==> config.mk <==
export PLATFORM = sky130hd
export DESIGN_NAME = ex_stage_flat
export DESIGN_NICKNAME = d
export VERILOG_FILES = /design/src/rtl/ex_stage_if.sv /design/src/rtl/ex_stage.sv /design/src/flat_wrapper.sv
export SDC_FILE = /design/constraint.sdc
export NUM_CORES = 1
export LEC_CHECK = 0
export BUFFER_PORTS_ARGS = -buffer_cell sky130_fd_sc_hd__buf_2
export CAP_MARGIN = 20
export CORE_ASPECT_RATIO = 1.25
export CORE_MARGIN = 3
export CORE_UTILIZATION = 55
export CTS_CLUSTER_DIAMETER = 30
export CTS_CLUSTER_SIZE = 12
export DETAILED_ROUTE_END_ITERATION = 12
export HOLD_SLACK_MARGIN = 0.05
export PLACE_DENSITY = 0.82
export SLEW_MARGIN = 25
export SYNTH_ARGS = -nofsm -noshare
export SYNTH_HDL_FRONTEND = slang
export SYNTH_SLANG_ARGS = --single-unit
==> constraint.sdc <==
create_clock -name clk -period 7 [get_ports clk]
set_input_delay 1.75 -clock clk [delete_from_list [all_inputs] [get_ports clk]]
set_output_delay 1.75 -clock clk [all_outputs]
set_load 0.01 [all_outputs]
==> src/rtl/ex_stage_if.sv <==
// ID/EX operand and control bundle into the execute stage, and the EX/MEM
// register contents out of it.
interface ex_stage_if;
  logic [1:0]  ctlwb_in;
  logic [2:0]  ctlm_in;
  logic        regdst;
  logic [1:0]  aluop;
  logic        alusrc;
  logic [31:0] npc;
  logic [31:0] readdat1;
  logic [31:0] readdat2;
  logic [31:0] sign_ext;
  logic [5:0]  funct;
  logic [4:0]  instr_2016;
  logic [4:0]  instr_1511;

  logic [1:0]  mem_ctlwb_out;
  logic [2:0]  mem_ctlm_out;
  logic [31:0] mem_add_result;
  logic        mem_zero;
  logic [31:0] mem_alu_result;
  logic [31:0] mem_rdata2;
  logic [4:0]  mem_write_reg;

  // Upstream side: drives the ID/EX values and observes EX/MEM.
  modport master (
    output ctlwb_in, ctlm_in, regdst, aluop, alusrc, npc, readdat1, readdat2,
           sign_ext, funct, instr_2016, instr_1511,
    input  mem_ctlwb_out, mem_ctlm_out, mem_add_result, mem_zero, mem_alu_result,
           mem_rdata2, mem_write_reg
  );

  modport slave (
    input  ctlwb_in, ctlm_in, regdst, aluop, alusrc, npc, readdat1, readdat2,
           sign_ext, funct, instr_2016, instr_1511,
    output mem_ctlwb_out, mem_ctlm_out, mem_add_result, mem_zero, mem_alu_result,
           mem_rdata2, mem_write_reg
  );
endinterface

==> src/rtl/ex_stage.sv <==
// MIPS execute stage: ALU control decode, ALU, branch-target add, destination
// select, and the EX/MEM pipeline register with reset > flush > stall priority.
module ex_stage #(
  parameter int unsigned BRANCH_SHIFT = 0
) (
  input logic      clk,
  input logic      reset,
  input logic      stall,
  input logic      flush,
  ex_stage_if.slave bus
);

  localparam logic [3:0] AluAnd = 4'b0000;
  localparam logic [3:0] AluOr  = 4'b0001;
  localparam logic [3:0] AluAdd = 4'b0010;
  localparam logic [3:0] AluSub = 4'b0110;
  localparam logic [3:0] AluSlt = 4'b0111;
  localparam logic [3:0] AluNop = 4'b1111;

  typedef struct packed {
    logic [1:0]  ctlwb;
    logic [2:0]  ctlm;
    logic [31:0] add_result;
    logic        zero;
    logic [31:0] alu_result;
    logic [31:0] rdata2;
    logic [4:0]  write_reg;
  } ex_mem_t;

  logic [3:0]  alu_ctl;
  logic [31:0] op_b;
  logic [31:0] alu_result;
  ex_mem_t     calc;
  ex_mem_t     ex_mem_d, ex_mem_q;

  always_comb begin
    alu_ctl = AluNop;
    unique case (bus.aluop)
      2'b00: alu_ctl = AluAdd;
      2'b01: alu_ctl = AluSub;
      2'b10: begin
        case (bus.funct)
          6'b100000: alu_ctl = AluAdd;
          6'b100010: alu_ctl = AluSub;
          6'b100100: alu_ctl = AluAnd;
          6'b100101: alu_ctl = AluOr;
          6'b101010: alu_ctl = AluSlt;
          default:   alu_ctl = AluNop;
        endcase
      end
      default: alu_ctl = AluNop;
    endcase
  end

  assign op_b = bus.alusrc ? bus.sign_ext : bus.readdat2;

  always_comb begin
    alu_result = '0;
    case (alu_ctl)
      AluAnd:  alu_result = bus.readdat1 & op_b;
      AluOr:   alu_result = bus.readdat1 | op_b;
      AluAdd:  alu_result = bus.readdat1 + op_b;
      AluSub:  alu_result = bus.readdat1 - op_b;
      AluSlt:  alu_result = {31'b0, $signed(bus.readdat1) < $signed(op_b)};
      default: alu_result = '0;
    endcase
  end

  always_comb begin
    calc.ctlwb      = bus.ctlwb_in;
    calc.ctlm       = bus.ctlm_in;
    calc.add_result = bus.npc + (bus.sign_ext << BRANCH_SHIFT);
    calc.zero       = (alu_result == 32'd0);
    calc.alu_result = alu_result;
    calc.rdata2     = bus.readdat2;
    calc.write_reg  = bus.regdst ? bus.instr_1511 : bus.instr_2016;
  end

  // A flush bubble is all zeros, so it carries regwrite/memwrite/branch = 0.
  always_comb begin
    ex_mem_d = ex_mem_q;
    if (flush) begin
      ex_mem_d = '0;
    end else if (!stall) begin
      ex_mem_d = calc;
    end
  end

  always_ff @(posedge clk) begin
    if (reset) begin
      ex_mem_q <= '0;
    end else begin
      ex_mem_q <= ex_mem_d;
    end
  end

  assign bus.mem_ctlwb_out  = ex_mem_q.ctlwb;
  assign bus.mem_ctlm_out   = ex_mem_q.ctlm;
  assign bus.mem_add_result = ex_mem_q.add_result;
  assign bus.mem_zero       = ex_mem_q.zero;
  assign bus.mem_alu_result = ex_mem_q.alu_result;
  assign bus.mem_rdata2     = ex_mem_q.rdata2;
  assign bus.mem_write_reg  = ex_mem_q.write_reg;

endmodule

==> src/flat_wrapper.sv <==
// flat-port wrapper written by rule: the top's interface ports become plain ports
module ex_stage_flat 
#(
  parameter int unsigned BRANCH_SHIFT = 0
)
  (clk, reset, stall, flush, bus_ctlwb_in, bus_ctlm_in, bus_regdst, bus_aluop, bus_alusrc, bus_npc, bus_readdat1, bus_readdat2, bus_sign_ext, bus_funct, bus_instr_2016, bus_instr_1511, bus_mem_ctlwb_out, bus_mem_ctlm_out, bus_mem_add_result, bus_mem_zero, bus_mem_alu_result, bus_mem_rdata2, bus_mem_write_reg);
  ex_stage_if bus_i ();
  input logic clk;
  input logic reset;
  input logic stall;
  input logic flush;
  input wire logic [$bits(bus_i.ctlwb_in)-1:0] bus_ctlwb_in;
  input wire logic [$bits(bus_i.ctlm_in)-1:0] bus_ctlm_in;
  input wire logic [$bits(bus_i.regdst)-1:0] bus_regdst;
  input wire logic [$bits(bus_i.aluop)-1:0] bus_aluop;
  input wire logic [$bits(bus_i.alusrc)-1:0] bus_alusrc;
  input wire logic [$bits(bus_i.npc)-1:0] bus_npc;
  input wire logic [$bits(bus_i.readdat1)-1:0] bus_readdat1;
  input wire logic [$bits(bus_i.readdat2)-1:0] bus_readdat2;
  input wire logic [$bits(bus_i.sign_ext)-1:0] bus_sign_ext;
  input wire logic [$bits(bus_i.funct)-1:0] bus_funct;
  input wire logic [$bits(bus_i.instr_2016)-1:0] bus_instr_2016;
  input wire logic [$bits(bus_i.instr_1511)-1:0] bus_instr_1511;
  output wire logic [$bits(bus_i.mem_ctlwb_out)-1:0] bus_mem_ctlwb_out;
  output wire logic [$bits(bus_i.mem_ctlm_out)-1:0] bus_mem_ctlm_out;
  output wire logic [$bits(bus_i.mem_add_result)-1:0] bus_mem_add_result;
  output wire logic [$bits(bus_i.mem_zero)-1:0] bus_mem_zero;
  output wire logic [$bits(bus_i.mem_alu_result)-1:0] bus_mem_alu_result;
  output wire logic [$bits(bus_i.mem_rdata2)-1:0] bus_mem_rdata2;
  output wire logic [$bits(bus_i.mem_write_reg)-1:0] bus_mem_write_reg;
  assign bus_i.ctlwb_in = bus_ctlwb_in;
  assign bus_i.ctlm_in = bus_ctlm_in;
  assign bus_i.regdst = bus_regdst;
  assign bus_i.aluop = bus_aluop;
  assign bus_i.alusrc = bus_alusrc;
  assign bus_i.npc = bus_npc;
  assign bus_i.readdat1 = bus_readdat1;
  assign bus_i.readdat2 = bus_readdat2;
  assign bus_i.sign_ext = bus_sign_ext;
  assign bus_i.funct = bus_funct;
  assign bus_i.instr_2016 = bus_instr_2016;
  assign bus_i.instr_1511 = bus_instr_1511;
  assign bus_mem_ctlwb_out = bus_i.mem_ctlwb_out;
  assign bus_mem_ctlm_out = bus_i.mem_ctlm_out;
  assign bus_mem_add_result = bus_i.mem_add_result;
  assign bus_mem_zero = bus_i.mem_zero;
  assign bus_mem_alu_result = bus_i.mem_alu_result;
  assign bus_mem_rdata2 = bus_i.mem_rdata2;
  assign bus_mem_write_reg = bus_i.mem_write_reg;
  ex_stage #(.BRANCH_SHIFT(BRANCH_SHIFT)) u_core (.clk(clk), .reset(reset), .stall(stall), .flush(flush), .bus(bus_i));
endmodule
======== Word-level counts from Yosys, hierarchy flattened ========
Index checks and enable logic that the tools add are counted.
storage, ports and cells
  bits in registers ....................... 107
  input port bits ......................... 157
  output and inout bits ................... 107
  logic and storage cells ................. 33
cells by class
  add/sub/neg operators ................... 3
  order comparisons ....................... 1
  equality and inequality tests ........... 11
  mux-type cells .......................... 5
  bitwise operators ....................... 2
  reductions and logical operators ........ 4
operators with widths
  operator                                                                count
  32-bit case mux with 5 select lines                                     1
  32-bit adder                                                            2
  32-bit AND                                                              1
  32-bit zero test                                                        1
  32-bit less-than comparator                                             1
  32-bit 2-to-1 mux                                                       1
  32-bit bitwise OR                                                       1
  32-bit subtractor                                                       1
  6-bit equality test (second input constant)                             5
  4-bit case mux with 5 select lines                                      1
  4-bit case mux with 3 select lines                                      1
  4-bit by 3-bit equality test with 1-bit output (second input constant)  2
  5-bit 2-to-1 mux                                                        1
  4-bit by 1-bit equality test with 1-bit output (second input constant)  1
  4-bit by 2-bit equality test with 1-bit output (second input constant)  1
  4-bit zero test                                                         1
  2-bit by 1-bit equality test with 1-bit output (second input constant)  1
  2-bit equality test (second input constant)                             1
  2-bit zero test                                                         1
  2-bit OR reduction                                                      1

======== Depth between registers and ports, before layout ========
Gate-level depths: netlist of the first run.
  depth in word-level cells ............... 6
  depth in mapped cells ................... 18
  mapped depth without buffers ............ 16

======== Worst setup path after synthesis of the first run ========
No wires, ideal clock.
  kind .................................... input to register
  start point ............................. in bus_alusrc
  end point ............................... reg u_core.ex_mem_q (netlist bit u_core.bus.mem_zero)
  setup time .............................. 117 ps
  data arrival time ....................... 5,312 ps
  required time ........................... 6,883 ps
  slack ................................... 1,571 ps
  stages .................................. 18
  buffers on the path ..................... 2
  path through ............................ clkbuf_1 buf_1 mux2i_1 inv_1 ha_1 inv_1 fa_1 o21bai_1 nand4_1 and4_1 o32ai_4 o21ai_1 or3_1 or3_1 nand4_1 nor4_1 nand4_1 o21ai_1
on the way
  word-level cells in the longest chain between the ends .. 4
  elaborated cells between the ends (all ways) .. 8
  classes of those cells .................. 2 x add/sub; 1 x order compare; 2 x mux; 2 x bitwise; 1 x reduce/logical
ends and longest elaborated chain
  item                                             RTL line            text
  start: declaration                               flat_wrapper.sv:16  input wire logic [$bits(bus_i.alusrc)-1:0] bus_alusrc;
  32-bit 2-to-1 mux *                              ex_stage.sv:55      assign op_b = bus.alusrc ? bus.sign_ext : bus.readdat2;
  32-bit subtractor, or another cell as far along  ex_stage.sv:63      AluSub: alu_result = bus.readdat1 - op_b;
  32-bit case mux with 5 select lines *            ex_stage.sv:59      case (alu_ctl)
  32-bit zero test *                               ex_stage.sv:73      calc.zero = (alu_result == 32'd0);
  end signal: assignment                           ex_stage.sv:93      ex_mem_q <= ex_mem_d;
  end: declaration                                 ex_stage.sv:34      ex_mem_t ex_mem_d, ex_mem_q;
Every way passes the cells marked *; elsewhere a longest branch is shown, timed or not.
A chain may end at the register's enable or synchronous reset.

======== Worst setup path after layout of the first run ========
Ends and elaborated chain as after synthesis.

==> flow_metrics.py, run 1 <==
metrics = {
    "clock_tree": {
        "cts_buffers": 9,
        "post-cts-setup-buffers": 0,
        "cts_tree": "yes",
        "holdBufCountCts": 0,
        "ctsHtreeMaxLevel": 3,
        "ctsResizeCount": 0,
        "worstSkewPairLatency_ns": 0.36,
        "cts_root_buffer": "clkbuf_16",
        "clk_pin_slew_ns": 0.08,
        "clock_sinks": 107,
        "clk_path_buf_depth": 2,
    },
    "worst_hold_path": {
        "min_path_type": "reg -> reg",
        "min_delay_path_depth": 2,
    },
    "power_and_ir_drop": {
        "power_density_nw_per_um2": 171,
        "max-vdd-ir-drop_v": 0.000115,
        "leakage_nw": 6.25,
    },
    "timing": {
        "period_share_pct": 81.9,
        "max-slew-margin-rel_pct": 37.5,
        "setup_viol": 0,
        "finClkSkew_ns": 0,
        "rsz0062_at_grt": "false",
        "hold_viol_final": 0,
        "fin_crit_ns": 5.73,
        "fin_setup_tns_ns": 0,
        "worstMarginPinSlew_ns": 0.938,
        "finalMaxSlewViolations": 0,
        "fmax_mhz": 175,
    },
    "detailed_routing": {
        "first_pass_iters": 6,
        "drtIter0Drc": 1259,
        "routed_via_density": 6.26,
        "finalWirelength_mm": 39.3,
        "vias": 11917,
        "wire_per_inst_um": 20.6,
        "ant_nets": 0,
        "drc": 0,
    },
    "grt": {
        "grt_pass1_vias": 11268,
        "grt-ovfl-total": 0,
        "antenna_found_initial": 2,
        "grtUsageTotal_pct": 34.8,
        "grt_max_degree": 87,
        "grt_pass1_wl_mm": 60.1,
    },
    "setup_path": {
        "cp-end-kind": "flip-flop",
        "required_ns": 7.30,
        "critPathKind": "in -> reg",
        "arrival_ns": 6.03,
        "path_max_fanout": 14,
        "critPathLaunchType": "primary input",
        "r2r.worst_path.cells": 2,
    },
    "floorplan": {
        "coreArea_um2": 19100,
        "rows": 56,
        "start_util_pct": 56.8,
        "fp.dieArea_um2": 21400,
        "die_w_um": 132,
        "die_h_um": 163,
        "io-pin-count": 264,
    },
    "place": {
        "io_buffers": 263,
        "hpwl_mm": 30.8,
        "place_area_um2": 12300,
        "gp_congestion": 1.05,
    },
    "yosys": {
        "avgSynthCellArea_um2": 7.58,
        "yosysSeqAreaShare_pct": 19.8,
        "synth_edf_count": 0,
        "async_flop_share_pct": 0,
        "ys_warn_count": 0,
        "synth_cells": 1428,
        "synth_fp_nets": 1716,
        "synth_flop_cell": "dfxtp_1",
        "netlist_area_um2": 10800,
        "ys_ff_latch": 107,
        "synth_cell_types": 91,
    },
    "final_layout": {
        "fin_util_pct": 66.2,
        "nets": 1925,
        "drive_gt1_share_pct": 20.3,
        "synthToLayoutAreaGrowth_pct": 16.5,
        "final_area_um2": 12600,
        "fill_cells": 1731,
    },
    "run": {
        "cap_violations": 0,
    },
    "outcome": {
        "outcome": "completed",
    },
}
## area by class of cell
cell class / count / area, um^2 / share of cell area [%]
Antenna cell: 2 / 5.00 / 0.0397
Clock buffer: 9 / 225 / 1.79
Clock inverter: 7 / 108 / 0.853
Inverter: 112 / 420 / 3.33
Multi-Input combinational cell: 1133 / 7990 / 63.3
Sequential cell: 107 / 2140 / 17.0
Tap cell: 261 / 327 / 2.59
Timing Repair Buffer: 274 / 1400 / 11.1
## metrics by stage
step | std cells | setup WS, ns | power (mW) | hold slack, ns
final | 1905 | 1.27 | 2.16 | 0.466
after global routing | 1905 | 1.10 | 2.26 | 0.480
after CTS | 1903 | 1.41 | 2.14 | 0.467
after detailed placement | 1887 | 1.05 | 1.56 | 0.450
after global placement | 1887 | 1.03 | 1.55 | 0.446
after floorplan | 1428 | 1.57 | 1.29 | 0.486
## routing by layer
metal | global-route usage [%] | share of wire (%) | routed length, um
met4 | 17.9 | 5.3 | 2070
met1 | 43.1 | 40 | 15600
met3 | 7.23 | 9.1 | 3570
met2 | 57.5 | 46 | 18100
met5 | 0 | 0 | 0
## worst paths after layout
kind / startpoint / to / slack, ns
setup / recovery: bus_alusrc / u_core.bus.mem_zero / 1.27
setup reg to reg: u_core.bus.mem_alu_result[26] / u_core.bus.mem_alu_result[26] / 6.18
hold reg to reg: u_core.bus.mem_alu_result[6] / u_core.bus.mem_alu_result[6] / 0.47
hold / removal: u_core.bus.mem_alu_result[6] / u_core.bus.mem_alu_result[6] / 0.47
## report_power, final
group	leakage [nW]	switching, mW	total, mW	internal (mW)
Combinational	5.22	0.571	0.927	0.356
Clock	0.160	0.293	0.586	0.293
Sequential	0.872	0.0131	0.648	0.635
## critical path, stage by stage
cell and delay (ns):
buf_2 0.39, mux2i_1 0.30, inv_1 0.09, ha_1 0.22, fa_1 0.46, nor2_1 0.19, o311a_1 0.30, o211ai_1 0.28
a21oi_1 0.26, or4_1 0.13, o2111ai_1 0.16, nor4_1 0.65, nand4_1 0.25, nor4_2 0.32, nand4_1 0.13, o21ai_1 0.13
## cells in the mapped netlist (10+ instances only)
cell      instances  area share [%]
nand2_1         127             4.4
o211ai_1         20             1.4
buf_2            15            0.69
dfxtp_1         107              20
o21ai_0          47             2.2
nor2_1          168             5.8
a211oi_1         24             1.7
nand2b_1         14            0.81
clkbuf_1         43             1.5
a21o_1           26             1.8
nand4_1          13            0.75
nor3_1           31             1.4
xnor2_1          28             2.3
or3_1            13            0.75
inv_1           110             3.8
nand3_1          18            0.83
ha_1            128              15
buf_1            15            0.52
o21ai_1          10            0.46
o31ai_1          16             1.1
mux2i_1          92             8.5
nor2b_1          14            0.81
a21oi_1         136             6.3
## kinds of logic (layout without fill, tap and decap cells)
logic type | after synthesis | after routing | synth area share (%)
multiplexers | 92 | 92 | 8.50
adder cells (fa/ha/maj) | 131 | 131 | 15.3
buffers and inverters | 188 | 402 | 6.79
AO/OA/AOI/OAI | 424 | 424 | 27.4
other | 0 | 2 | 0
AND/OR/NAND/NOR | 454 | 454 | 19.6
flip-flops | 107 | 107 | 19.8
XOR/XNOR | 32 | 32 | 2.59
## cell usage in the layout (no fill, tap or decap), drive strengths merged, types with 22 or more instances in the layout
cell type,n
o21ai,57
a21oi,137
nor2,168
a211oi,26
o211ai,22
buf,274
nand2,128
dfxtp,107
xnor2,28
a21o,26
ha,128
inv,114
nor3,32
mux2i,92
(Power assumes the default switching activity.)
==> run 2: changes to the inputs <==
- clock period: 7 -> 5.9 ns (I/O delays scaled with it)
==> run 2 against run 1 <==
Clock power increased by 12%. Register-to-register slack got worse by 1.1 ns. Global-route usage down 0.74 points. Clock skew stayed put. Final cell count grew 0.58%. First-iteration DRC count down 11%. Power increased by 17%. Clock-buffer cell count stayed put. Largest cell class unchanged. Worst setup slack worse by 0.81 ns.
==> flow_metrics.py, run 2 (synthesis gave the netlist of run 1 again) <==
metrics = {
    "outcome": {
        "outcome": "completed",
    },
    "detailed_routing": {
        "wire_per_inst_um": 20.2,
        "drtIter0Drc": 1122,
        "routed_via_density": 6.25,
        "finalWirelength_mm": 38.7,
        "first_pass_iters": 8,
        "vias": 11970,
        "ant_nets": 0,
        "drc": 0,
    },
    "grt": {
        "grt_pass1_wl_mm": 59.2,
        "grt-ovfl-total": 0,
        "grt_max_degree": 85,
        "grt_pass1_vias": 11315,
        "antenna_found_initial": 1,
        "grtUsageTotal_pct": 34.1,
    },
    "place": {
        "hpwl_mm": 30.4,
        "io_buffers": 263,
        "place_area_um2": 12400,
        "gp_congestion": 0.999,
    },
    "run": {
        "cap_violations": 0,
    },
    "power_and_ir_drop": {
        "clkPwrFrac_pct": 25.9,
        "power.share.sequential_pct": 30.3,
        "p_int_mw": 1.49,
        "combPwrFrac_pct": 43.9,
        "swShare_pct": 41.2,
        "leakage_nw": 6.30,
        "power_density_nw_per_um2": 200,
        "max-vdd-ir-drop_v": 0.000158,
        "power.switching_mw": 1.05,
        "total_power_mw": 2.54,
    },
    "final_layout": {
        "layout_common_cells": "buf_2, nor2_1, a21oi_1",
        "synthToLayoutAreaGrowth_pct": 17.0,
        "final_area_um2": 12700,
        "drive_gt1_share_pct": 20.9,
        "final_common_cell": "buf_2",
        "fin_util_pct": 66.5,
        "nets": 1937,
    },
    "floorplan": {
        "die_w_um": 132,
        "start_util_pct": 56.8,
        "coreArea_um2": 19100,
        "rows": 56,
        "die_h_um": 163,
        "io-pin-count": 264,
        "fp.dieArea_um2": 21400,
    },
    "setup_path": {
        "critPathLaunchType": "primary input",
        "path_max_fanout": 32,
        "arrival_ns": 5.75,
        "crit_slowest_cell": "mux2i_1",
        "max_stage_delay_ns": 0.57,
        "r2r.worst_path.cells": 2,
        "required_ns": 6.21,
        "cp-end-kind": "flip-flop",
        "critical_path_buf_inv_count": 3,
        "critical_path_depth": 16,
        "cp_top_family": "simple AND/OR/NAND/NOR gates",
        "critPathKind": "in -> reg",
        "worstPathCellList": "buf_2 -> buf_12 -> mux2i_1 -> ha_1 -> buf_4 -> a21oi_1 -> o21ai_1 -> a21o_1 -> a31oi_1 -> mux2i_1 -> o2111ai_1 -> nor4_1 -> nand4_1 -> nor4_2 -> nand4_1 -> o21ai_1",
    },
    "clock_tree": {
        "ctsHtreeMaxLevel": 3,
        "clk_pin_slew_ns": 0.09,
        "ctsResizeCount": 0,
        "post-cts-setup-buffers": 0,
        "cts_tree": "yes",
        "holdBufCountCts": 0,
        "cts_root_buffer": "clkbuf_16",
        "clk_path_buf_depth": 2,
        "worstSkewPairLatency_ns": 0.36,
        "clock_sinks": 107,
        "cts_buffers": 9,
    },
    "timing": {
        "hold_viol_final": 0,
        "worstMarginPinSlew_ns": 0.905,
        "fmax_mhz": 184,
        "finalMaxSlewViolations": 0,
        "max-slew-margin-rel_pct": 39.6,
        "setup_viol": 0,
        "finClkSkew_ns": 0,
        "fin_setup_tns_ns": 0,
        "fin_crit_ns": 5.44,
        "period_share_pct": 92.3,
        "rsz0062_at_grt": "false",
    },
    "worst_hold_path": {
        "min_path_type": "reg -> reg",
        "min_delay_path_depth": 2,
    },
}
## run 2: metrics by stage
step	hold WS, ns	worst slack, ns	cells
CTS	0.465	0.711	1915
finish	0.463	0.455	1916
floorplan	0.486	0.746	1428
detailed placement	0.452	0.329	1899
global route	0.485	0.315	1916
global placement	0.446	0.347	1899
## run 2: power groups by stage
stage          registers (mW)  clock network, mW  logic [mW]
3_3_place_gp            0.784                  0        1.07
3_5_place_dp            0.785                  0        1.08
2_1_floorplan           0.799                  0       0.736
6_report                0.769              0.656        1.11
5_1_grt                 0.772              0.684        1.20
4_1_cts                 0.769              0.661        1.08
## run 2: cell type report
| type | instances | area, um^2 |
|---|---|---|
| diodes | 1 | 2.50 |
| clock buffers | 9 | 225 |
| clock inverters | 7 | 85.1 |
| fillers | 1708 | 6380 |
| inverters | 112 | 420 |
| multi-input cells | 1133 | 7970 |
| flip-flops and latches | 107 | 2140 |
| well taps | 261 | 327 |
| repair buffers | 286 | 1500 |
## run 2: worst paths after layout
path | start | to | slack (ns)
max | bus_alusrc | u_core.bus.mem_zero | 0.46
min | u_core.bus.mem_alu_result[6] | u_core.bus.mem_alu_result[6] | 0.46
max reg2reg | u_core.bus.mem_alu_result[5] | u_core.bus.mem_alu_result[5] | 5.03
min reg2reg | u_core.bus.mem_alu_result[6] | u_core.bus.mem_alu_result[6] | 0.46
## run 2: worst register-to-register path: cells and delay by family (launching register included)
family           cells  cell delay [ns]
AO/OA/AOI/OAI        1             0.34
flip-flops           1             0.35
AND/OR/NAND/NOR      1             0.06
## run 2: metal layers
metal | vias up | share of wire [%] | track usage [%]
met5 | - | 0 | 0
met4 | 0 | 4.1 | 14.4
met3 | 127 | 10 | 7.66
met2 | 690 | 46 | 56.5
met1 | 5561 | 40 | 42.9
li1 | 5592 | - | -
==> run 3: changes to the inputs <==
- ABC_AREA: default -> 1
- PLACE_DENSITY: 0.82 -> 0.8
==> run 3 against run 2 <==
Power rose by 0.18%. Synthesized cell count rose by 53%. Worst setup slack improved by 0.60 ns. Non-clock buffer count fell by 8. Critical path depth rose by 2. Final cell count rose by 41%. Fmax rose by 12%. Register-to-register slack improved by 0.06 ns. Via count rose by 24%. Worst hold slack barely moved. Global-route usage rose by 2.9 points. Final area rose by 12%. Largest cell class unchanged. Largest power group unchanged. Highest routed layer is now met5.
==> flow_metrics.py, run 3 <==
metrics = {
    "yosys": {
        "async_flop_share_pct": 0,
        "ys_warn_count": 0,
        "avgSynthCellArea_um2": 5.72,
        "yosysMostFrequentCell": "nand2_1",
        "synth_edf_count": 0,
        "ys_ff_latch": 107,
        "synth_area_leaders": "dfxtp_1, nand2_1, ha_1",
        "netlist_area_um2": 12500,
        "synth_flop_cell": "dfxtp_1",
        "synthTopCellsByCount": "nand2_1, inv_1, nor2_1",
        "synth_fp_nets": 2473,
        "yosysSeqAreaShare_pct": 17.1,
        "yosysTopAreaCellShare_pct": 17.1,
        "synth_cells": 2185,
        "synth_cell_types": 46,
        "yosysTopAreaCell": "dfxtp_1",
    },
    "detailed_routing": {
        "routed_via_density": 5.51,
        "first_pass_iters": 6,
        "wire_per_inst_um": 17.7,
        "vias": 14852,
        "finalWirelength_mm": 47.6,
        "drc": 0,
        "ant_nets": 0,
        "drtIter0Drc": 1401,
    },
    "worst_hold_path": {
        "min_path_type": "reg -> reg",
        "min_delay_path_depth": 2,
        "worst_hold_path.endpoint": "u_core.bus.mem_ctlm_out[0]",
        "min_from": "u_core.bus.mem_ctlm_out[0]",
    },
    "power_and_ir_drop": {
        "power.share.sequential_pct": 30.2,
        "clkPwrFrac_pct": 23.0,
        "combPwrFrac_pct": 46.8,
        "power.switching_mw": 1.12,
        "power_density_nw_per_um2": 179,
        "swShare_pct": 43.9,
        "max-vdd-ir-drop_v": 0.000162,
        "leakage_nw": 8.36,
        "p_int_mw": 1.43,
    },
    "setup_path": {
        "arrival_ns": 5.13,
        "required_ns": 6.19,
        "reg2reg_to": "u_core.bus.mem_alu_result[25]",
        "r2r.worst_path.cells": 4,
        "critPathKind": "in -> reg",
        "path_max_fanout": 40,
        "r2r-start": "u_core.bus.mem_alu_result[25]",
        "ff2ff_setup_slack_ns": 5.09,
        "critPathLaunchType": "primary input",
        "cp-end-kind": "flip-flop",
    },
    "clock_tree": {
        "holdBufCountCts": 0,
        "ctsHtreeMaxLevel": 3,
        "ctsResizeCount": 0,
        "cts_root_buffer": "clkbuf_16",
        "cts_tree": "yes",
        "clk_pin_slew_ns": 0.08,
        "post-cts-setup-buffers": 0,
        "clk_path_buf_depth": 2,
        "cts_buffers": 9,
        "clock_sinks": 107,
        "worstSkewPairLatency_ns": 0.35,
    },
    "floorplan": {
        "rows": 61,
        "io-pin-count": 264,
        "start_util_pct": 56.1,
        "coreArea_um2": 22300,
        "fp.dieArea_um2": 24600,
        "die_w_um": 141,
        "die_h_um": 175,
    },
    "final_layout": {
        "final_area_um2": 14200,
        "final_common_cell": "nand2_1",
        "drive_gt1_share_pct": 14.9,
        "fill_cells": 2238,
        "synthToLayoutAreaGrowth_pct": 13.7,
        "nets": 2693,
        "layout_common_cells": "nand2_1, inv_1, buf_2",
    },
    "place": {
        "io_buffers": 263,
        "gp_congestion": 1.05,
        "hpwl_mm": 39.5,
        "place_area_um2": 13900,
    },
    "grt": {
        "grt_pass1_vias": 13966,
        "grt_pass1_wl_mm": 72.8,
        "grt-ovfl-total": 0,
        "grtUsageTotal_pct": 37.0,
        "grt_max_degree": 92,
        "antenna_found_initial": 4,
    },
    "timing": {
        "fmax_mhz": 206,
        "rsz0062_at_grt": "false",
        "hold_viol_final": 0,
        "fin_setup_tns_ns": 0,
        "finClkSkew_ns": 0,
        "worstMarginPinSlew_ns": 1.08,
        "max-slew-margin-rel_pct": 27.7,
        "finalMaxSlewViolations": 0,
        "fin_crit_ns": 4.85,
        "period_share_pct": 82.1,
        "setup_viol": 0,
    },
    "run": {
        "cap_violations": 0,
    },
    "outcome": {
        "outcome": "completed",
    },
}
[run 3: changes by cell type after synthesis, sizes merged, moves of 26 or more]
cell	delta
xor2	+26
nor2	+100
nand2	+448
inv	+296
nand3	+136
o21ai	+86
mux2i	-92
[run 3: per-layer routing]
| metal | track usage [%] | part of all wire, % |
|---|---|---|
| met1 | 46.1 | 39 |
| met2 | 63.5 | 47 |
| met4 | 14.2 | 4.3 |
| met3 | 6.36 | 9.6 |
| met5 | 0 | 0.052 |
[run 3: cells by family (layout without fill, tap and decap cells)]
group	count (synthesis)	after routing	share of synthesized area, %
fa+ha+maj	131	131	13.3
buf+inv	480	705	15.2
mux	5	5	0.450
xor+xnor	41	41	2.87
compound gates	356	356	15.5
other cells	0	2	0
simple gates	1065	1065	35.6
flops	107	107	17.1
[run 3: power groups by stage]
stage	registers (mW)	clock network [mW]	logic, mW
floorplan	0.797	0	0.767
global placement	0.783	0	1.14
detailed placement	0.784	0	1.15
CTS	0.767	0.596	1.16
global route	0.770	0.611	1.31
finish	0.767	0.586	1.19
[run 3: area by class of cell]
class | instances | area, um^2 | share of cell area, %
multi-input combinational | 1598 | 8460 | 59.5
clock inverter | 4 | 33.8 | 0.238
clock buffer | 12 | 236 | 1.66
timing repair buffer | 278 | 1430 | 10.1
sequential | 107 | 2140 | 15.1
tap | 283 | 354 | 2.49
inverter | 411 | 1550 | 10.9
antenna | 2 | 5.00 | 0.0352
[run 3: worst max-delay path, stage by stage]
cell and delay (ns):
buf_2 0.54, buf_4 0.38, o21ai_0 0.22, ha_1 0.55, nand2_1 0.19, nor2_1 0.28
nand2_1 0.16, nor3_1 0.16, nand2_1 0.21, nand2_1 0.12, nand2_1 0.05, nand3_1 0.07
nand3b_1 0.19, nor2_1 0.14, nand3_1 0.09, nor2_1 0.12, nand2_1 0.07, a21oi_2 0.10
[run 3: worst max-delay path by stage]
stage               slack [ns]  startpoint                  end  cells past startpoint
global route              0.79  bus_alusrc  u_core.bus.mem_zero                     19
CTS                       1.18  bus_alusrc  u_core.bus.mem_zero                     18
detailed placement        0.80  bus_alusrc  u_core.bus.mem_zero                     18
finish                    1.05  bus_alusrc  u_core.bus.mem_zero                     18
floorplan                 1.73  bus_alusrc  u_core.bus.mem_zero                     24
global placement          0.82  bus_alusrc  u_core.bus.mem_zero                     18
[run 3: per-stage QoR]
stage	setup slack (ns)	hold slack [ns]	utilization (%)	power [mW]	cells
finish	1.05	0.464	63.8	2.54	2695
global route	0.792	0.477	63.8	2.69	2695
CTS	1.18	0.463	63.7	2.52	2693
detailed placement	0.801	0.452	62.5	1.94	2677
global placement	0.823	0.449	62.5	1.92	2677
floorplan	1.73	0.490	-	1.56	2185
